==> config.mk <==
export PLATFORM = sky130hd
export DESIGN_NAME = hdlc_bitstuff_tx_flat
export DESIGN_NICKNAME = d
export VERILOG_FILES = /design/src/rtl/hdlc_pkg.sv /design/src/rtl/hdlc_bitstuff_tx_if.sv /design/src/rtl/hdlc_zero_inserter.sv /design/src/rtl/hdlc_bitstuff_tx.sv /design/src/flat_wrapper.sv
export SDC_FILE = /design/constraint.sdc
export NUM_CORES = 1
export LEC_CHECK = 0
export ABC_CLOCK_PERIOD_IN_PS = 3300
export CAP_MARGIN = 20
export CORE_MARGIN = 2
export CORE_UTILIZATION = 35
export DETAILED_ROUTE_END_ITERATION = 12
export GPL_ROUTABILITY_DRIVEN = 0
export SETUP_SLACK_MARGIN = 0.4
export SLEW_MARGIN = 25
export SYNTH_ARGS = -nofsm -noshare
export SYNTH_HDL_FRONTEND = slang
export SYNTH_SLANG_ARGS = --single-unit
==> constraint.sdc <==
create_clock -name clk -period 3.3 [get_ports clk]
set_input_delay 0.99 -clock clk [delete_from_list [all_inputs] [get_ports clk]]
set_output_delay 0.99 -clock clk [all_outputs]
set_load 0.02 [all_outputs]
==> src/rtl/hdlc_pkg.sv <==
// hdlc_pkg: HDLC framing constants and transmit state encoding shared by tx and rx
package hdlc_pkg;
  typedef enum logic [2:0] {IDLE, OPEN_FLAG, DATA, CLOSE_FLAG, ABORT} hdlc_state_t;
  localparam logic [7:0] FLAG = 8'h7E;
  localparam int STUFF_RUN = 5;
endpackage

==> src/rtl/hdlc_bitstuff_tx_if.sv <==
// hdlc_bitstuff_tx_if: byte-stream handshake feeding the HDLC transmitter
interface hdlc_bitstuff_tx_if;
  logic [7:0] in_data;
  logic in_valid;
  logic in_last;
  logic in_ready;
  modport master(output in_data, in_valid, in_last, input in_ready);
  modport slave(input in_data, in_valid, in_last, output in_ready);
endinterface

==> src/rtl/hdlc_zero_inserter.sv <==
// hdlc_zero_inserter: counts consecutive payload ones and requests a stuffed 0 after each run
module hdlc_zero_inserter
  import hdlc_pkg::*;
(
  input  logic clk,
  input  logic reset,
  input  logic clr,
  input  logic shift,
  input  logic din,
  input  logic ins,
  output logic stuff
);
  logic [2:0] ones;
  always_ff @(posedge clk)
    ones <= (reset || clr || ins) ? 3'd0 : shift ? (din ? ones + 3'd1 : 3'd0) : ones;
  assign stuff = ones == 3'(STUFF_RUN);
endmodule

==> src/rtl/hdlc_bitstuff_tx.sv <==
// hdlc_bitstuff_tx: HDLC transmit framer with opening/closing flags, zero insertion and abort
module hdlc_bitstuff_tx
  import hdlc_pkg::*;
#(
  parameter int IDLE_FLAGS = 0
) (
  input  logic clk,
  input  logic reset,
  hdlc_bitstuff_tx_if.slave src,
  input  logic abort,
  output logic out,
  output logic busy,
  output logic underrun
);
  hdlc_state_t state, nstate;
  logic [2:0] idx, nidx;
  logic [7:0] sh, nsh;
  logic last_r, nlast, nout, fresh, rdy, take, byte_end, shift, din, ins, stuff, clr;
  // state/idx describe the bit currently on out; in DATA a stuff bit keeps idx of the bit before it
  assign byte_end = idx == 3'd7 && !stuff;
  assign rdy = !reset && !fresh && (state == IDLE ? (IDLE_FLAGS == 0 || idx == 3'd7)
                                                  : state == DATA && byte_end && !last_r && !abort);
  assign src.in_ready = rdy;
  assign take = rdy && src.in_valid;
  assign underrun = state == DATA && rdy && !src.in_valid;
  assign busy = state != IDLE;
  assign clr = nstate != DATA;
  hdlc_zero_inserter u_zi (
    .clk(clk), .reset(reset), .clr(clr), .shift(shift), .din(din), .ins(ins), .stuff(stuff)
  );
  always_comb begin
    nstate = state;
    nidx = idx + 3'd1;
    nout = out;
    nsh = sh;
    nlast = last_r;
    shift = 1'b0;
    din = sh[0];
    ins = 1'b0;
    unique case (state)
      IDLE:
        if (take) begin
          nstate = OPEN_FLAG;
          nidx = 3'd0;
          nout = FLAG[0];
          nsh = src.in_data;
          nlast = src.in_last;
        end else begin
          nidx = (fresh || IDLE_FLAGS == 0) ? 3'd0 : idx + 3'd1;
          nout = IDLE_FLAGS == 0 ? 1'b1 : FLAG[nidx];
        end
      OPEN_FLAG:
        if (abort) begin
          nstate = ABORT;
          nidx = 3'd0;
          nout = 1'b1;
        end else if (idx == 3'd7) begin
          nstate = DATA;
          nidx = 3'd0;
          nout = sh[0];
          nsh = sh >> 1;
          shift = 1'b1;
        end else
          nout = FLAG[nidx];
      DATA:
        if (abort) begin
          nstate = ABORT;
          nidx = 3'd0;
          nout = 1'b1;
        end else if (stuff) begin
          nidx = idx;
          nout = 1'b0;
          ins = 1'b1;
        end else if (idx != 3'd7) begin
          nout = sh[0];
          nsh = sh >> 1;
          shift = 1'b1;
        end else if (last_r) begin
          nstate = CLOSE_FLAG;
          nidx = 3'd0;
          nout = FLAG[0];
        end else if (src.in_valid) begin
          nidx = 3'd0;
          nout = src.in_data[0];
          nsh = {1'b0, src.in_data[7:1]};
          nlast = src.in_last;
          shift = 1'b1;
          din = src.in_data[0];
        end else begin
          nstate = ABORT;
          nidx = 3'd0;
          nout = 1'b1;
        end
      CLOSE_FLAG:
        if (idx == 3'd7) begin
          nstate = IDLE;
          nidx = 3'd0;
          nout = IDLE_FLAGS == 0 ? 1'b1 : FLAG[0];
        end else
          nout = FLAG[nidx];
      ABORT:
        if (idx == 3'd7) begin
          nstate = IDLE;
          nidx = 3'd0;
          nout = IDLE_FLAGS == 0 ? 1'b1 : FLAG[0];
        end else
          nout = 1'b1;
      default: nstate = IDLE;
    endcase
  end
  always_ff @(posedge clk)
    if (reset) begin
      state <= IDLE;
      idx <= 3'd0;
      out <= 1'b1;
      sh <= 8'd0;
      last_r <= 1'b0;
      fresh <= 1'b1;
    end else begin
      state <= nstate;
      idx <= nidx;
      out <= nout;
      sh <= nsh;
      last_r <= nlast;
      fresh <= 1'b0;
    end
endmodule

==> src/flat_wrapper.sv <==
// flat-port wrapper written by rule: the top's interface ports become plain ports
module hdlc_bitstuff_tx_flat import hdlc_pkg::*;
#(
  parameter int IDLE_FLAGS = 0
)
  (clk, reset, abort, out, busy, underrun, src_in_data, src_in_valid, src_in_last, src_in_ready);
  hdlc_bitstuff_tx_if src_i ();
  input  logic clk;
  input  logic reset;
  input  logic abort;
  output logic out;
  output logic busy;
  output logic underrun;
  input wire logic [$bits(src_i.in_data)-1:0] src_in_data;
  input wire logic [$bits(src_i.in_valid)-1:0] src_in_valid;
  input wire logic [$bits(src_i.in_last)-1:0] src_in_last;
  output wire logic [$bits(src_i.in_ready)-1:0] src_in_ready;
  assign src_i.in_data = src_in_data;
  assign src_i.in_valid = src_in_valid;
  assign src_i.in_last = src_in_last;
  assign src_in_ready = src_i.in_ready;
  hdlc_bitstuff_tx #(.IDLE_FLAGS(IDLE_FLAGS)) u_core (.clk(clk), .reset(reset), .src(src_i), .abort(abort), .out(out), .busy(busy), .underrun(underrun));
endmodule
==> summary.txt <==
Status -> complete, no violations
Final wirelength -> 3518 um
Fin. Hold Viols -> 0
Synth top area share -> 29.36%
Final Slew Violations -> 0
Post-synthesis xor/xnor area fraction -> 0%
FFs w/ async S/R, synth -> 0%
WL/cell -> 14.54 um
Syn_nets -> 190
Setup violators final -> 0
Dpl hpwl -> 2555 um
Total track usage -> 17.06%
Finished Cell Area -> 0.001693 sq mm
Static leakage -> 0.0006075 uW
Max cap viols -> 0
Number of global-route vias before repair -> 1351
Worst Setup SP -> abort
Via Count -> 1412
Post-synthesis mux area share -> 2.294%
Largest net degree at the start of global routing -> 22
WS Path Type -> input pin to primary output
CTS clock-pin slew for the worst setup and hold paths -> 0.07 ns
Post-CTS Setup Bufs -> 0
Max VDD drop -> 113.7 uV
Die Ht -> 66.42 um
Post-Synth Simple-Gate Area -> 26.15%
Final cell count without fillers -> 242
CP Capture Type -> primary output
Share of cells above drive strength 1 -> 14.43%
Min-delay src -> u_core.idx[2]
Worst Hold Class -> flop to flop
Vias per inst -> 5.835
Largest area contributor in the netlist -> dfxtp_1
Final hold slack -> 0.4635 ns
Grt ovf -> 0
Register area share after synthesis -> 29.36%
Starting Density -> 36.70%
Fill cells -> 376
Worst skew pair latency -> 0.26 ns
CTS tree -> yes
Clock power frac -> 32.0%
Die Area -> 0.004412 sq mm
# DRC -> 0
CTS max path bufs -> 2
Die width -> 66.42 um
Setup TNS -> 0 ns
Ports -> 17
Synthesis Warnings -> 0
Footprint of the multi-input gates -> 895.9 sq um
Initial DRC count -> 59
Number of port buffers -> 16
Pwr/cell area -> 295.7 mW/mm^2
Syn avg cell area -> 7.929 sq um
Root buf cell -> clkbuf_8
Post-Place Cells -> 239
Reg-to-reg startpoint -> u_core.idx[0]
Sequential Area -> 400.4 sq um
Placed Area -> 0.001642 sq mm
Drt pass-1 iters -> 4
Compound-cell area share of the yosys netlist -> 30.92%
FF+latch count, synth -> 20
Post-synthesis adder-cell area fraction -> 5.321%
Flop pwr share -> 51.0%
Int Pwr -> 375.4 uW
Most common cell in the netlist -> dfxtp_1
Sw Pwr -> 125.2 uW
Antenna violations before repair -> 0
Switching share of power -> 25.01%
First-pass GRT wire length -> 5906 um
R2r setup slk -> 1.18 ns
H-tree Lvls -> 1
Worst-margin pin slew -> 0.6055 ns
Fin crit share -> 94.06%
Tot Pwr -> 500.6 uW
Antenna-violating nets left -> 0
Area contributors post-synth -> dfxtp_1 (29%), a21oi_1 (5.9%), o21ai_0 (5.5%)
CORE AREA -> 0.003716 sq mm
Top_reg_cell synth -> dfxtp_1
CP max FO -> 2
Final net count -> 214
Reg2reg path depth -> 6
Achievable frequency -> 322.2 MHz
Fin Clk Skew -> 0.004766 ns
Worst slew margin -> 59.63%
Tmin final -> 3.104 ns
Antenna Cells -> 0
Data arrival, critical path -> 2.11 ns
Core Rows -> 22
Largest family of logic cells by synthesized area -> compound AO/OA/AOI/OAI gates
Area grow syn2layout -> 24.13%
Synth Instances -> 172
Reg2reg end -> u_core.out
RSZ-0062 raised after global routing -> true
TritonCTS Buffers -> 3
Crit path to -> underrun
Logic pwr share -> 16.9%
CTS Sinks -> 20
Unique masters post-synth -> 41
Synth top cells by count -> dfxtp_1 (20), a21oi_1 (16), o21ai_0 (15)
Syn Std Cell Area -> 0.001364 sq mm
Worst Path Required -> 2.31 ns
Startpoint types -> input pin
Post-synth EDFFs -> 0
## area by class of cell
type	instances	share of cell area, %
multi-input combinational	133	52.92
tap	48	3.548
sequential	20	23.65
clock buffer	3	2.439
timing repair buffer	29	15.45
inverter	9	1.996
## what timing repair did
action / 4_1_cts / 5_1_grt
endpoints found under the hold margin: 0 / 0
gates cloned: 0 / 0
setup endpoints to repair: 3 / 9
hold buffers: 0 / 0
gates resized for setup: 19 / 1
pin swaps: 2 / 1
## cell families (layout without fill, tap and decap cells)
logic type               after synthesis  count (layout)
adder cells (fa/ha/maj)                6               6
buffers and inverters                 19              41
multiplexers                           3               3
AND/OR/NAND/NOR                       59              59
flip-flops                            20              20
AO/OA/AOI/OAI                         65              65
## per-layer routing
| layer | vias to the layer above | wire length [um] | track usage [%] |
|---|---|---|---|
| li1 | 684 | - | - |
| met1 | 661 | 1548 | 21.05 |
| met2 | 63 | 1704 | 29.25 |
| met3 | 4 | 240 | 3.578 |
| met4 | 0 | 24 | 5.612 |
| met5 | - | 0 | 0 |
## metrics by stage
stage	utilization, %	setup WS (ns)
final	45.56	0.1960
after global routing	45.56	0.1661
after CTS	45.49	0.1709
after detailed placement	44.18	-0.7056
after global placement	44.18	-0.6934
after floorplan	-	0.09135
## worst max-delay path, stage by stage
cell,delay (ns)
buf_6,0.09
or4b_4,0.49
o21ai_2,0.12
and2_4,0.15
and3_4,0.16
buf_6,0.11
## flip-flops by register name, indices dropped and copies added (netlist names)
register and cells:
u_core.out 1, u_core.last_r 1, u_core.idx 3, u_core.sh 8
u_core.state 3, u_core.u_zi.ones 3, u_core.fresh 1
## worst min path at each step
stage               slack, ns            end  depth (start not counted)
floorplan                0.44  u_core.idx[2]                          2
global placement         0.45  u_core.idx[2]                          2
detailed placement       0.46  u_core.idx[2]                          2
CTS                      0.47  u_core.idx[2]                          2
global route             0.50  u_core.idx[2]                          2
finish                   0.46  u_core.idx[2]                          2
## cell usage in the layout (no fill, tap or decap), drive strengths merged, types with 5 or more instances in the layout
cell type and instances:
dfxtp 20, a21oi 16, o21ai 16, buf 16, clkdlybuf4s50 13, nor2 11
inv 9, nand2 8, o22ai 8, nand3b 8, nand2b 7, o22a 6
ha 5
## power groups by stage
stage | Sequential [uW] | Combinational, uW | Clock [uW]
after floorplan | 260 | 46.6 | 0
after global placement | 261 | 81.5 | 0
after detailed placement | 261 | 82.6 | 0
after CTS | 255 | 84.1 | 166
after global routing | 257 | 93.0 | 175
final | 256 | 84.8 | 160
Note: power is estimated with default switching activity, not from simulation.
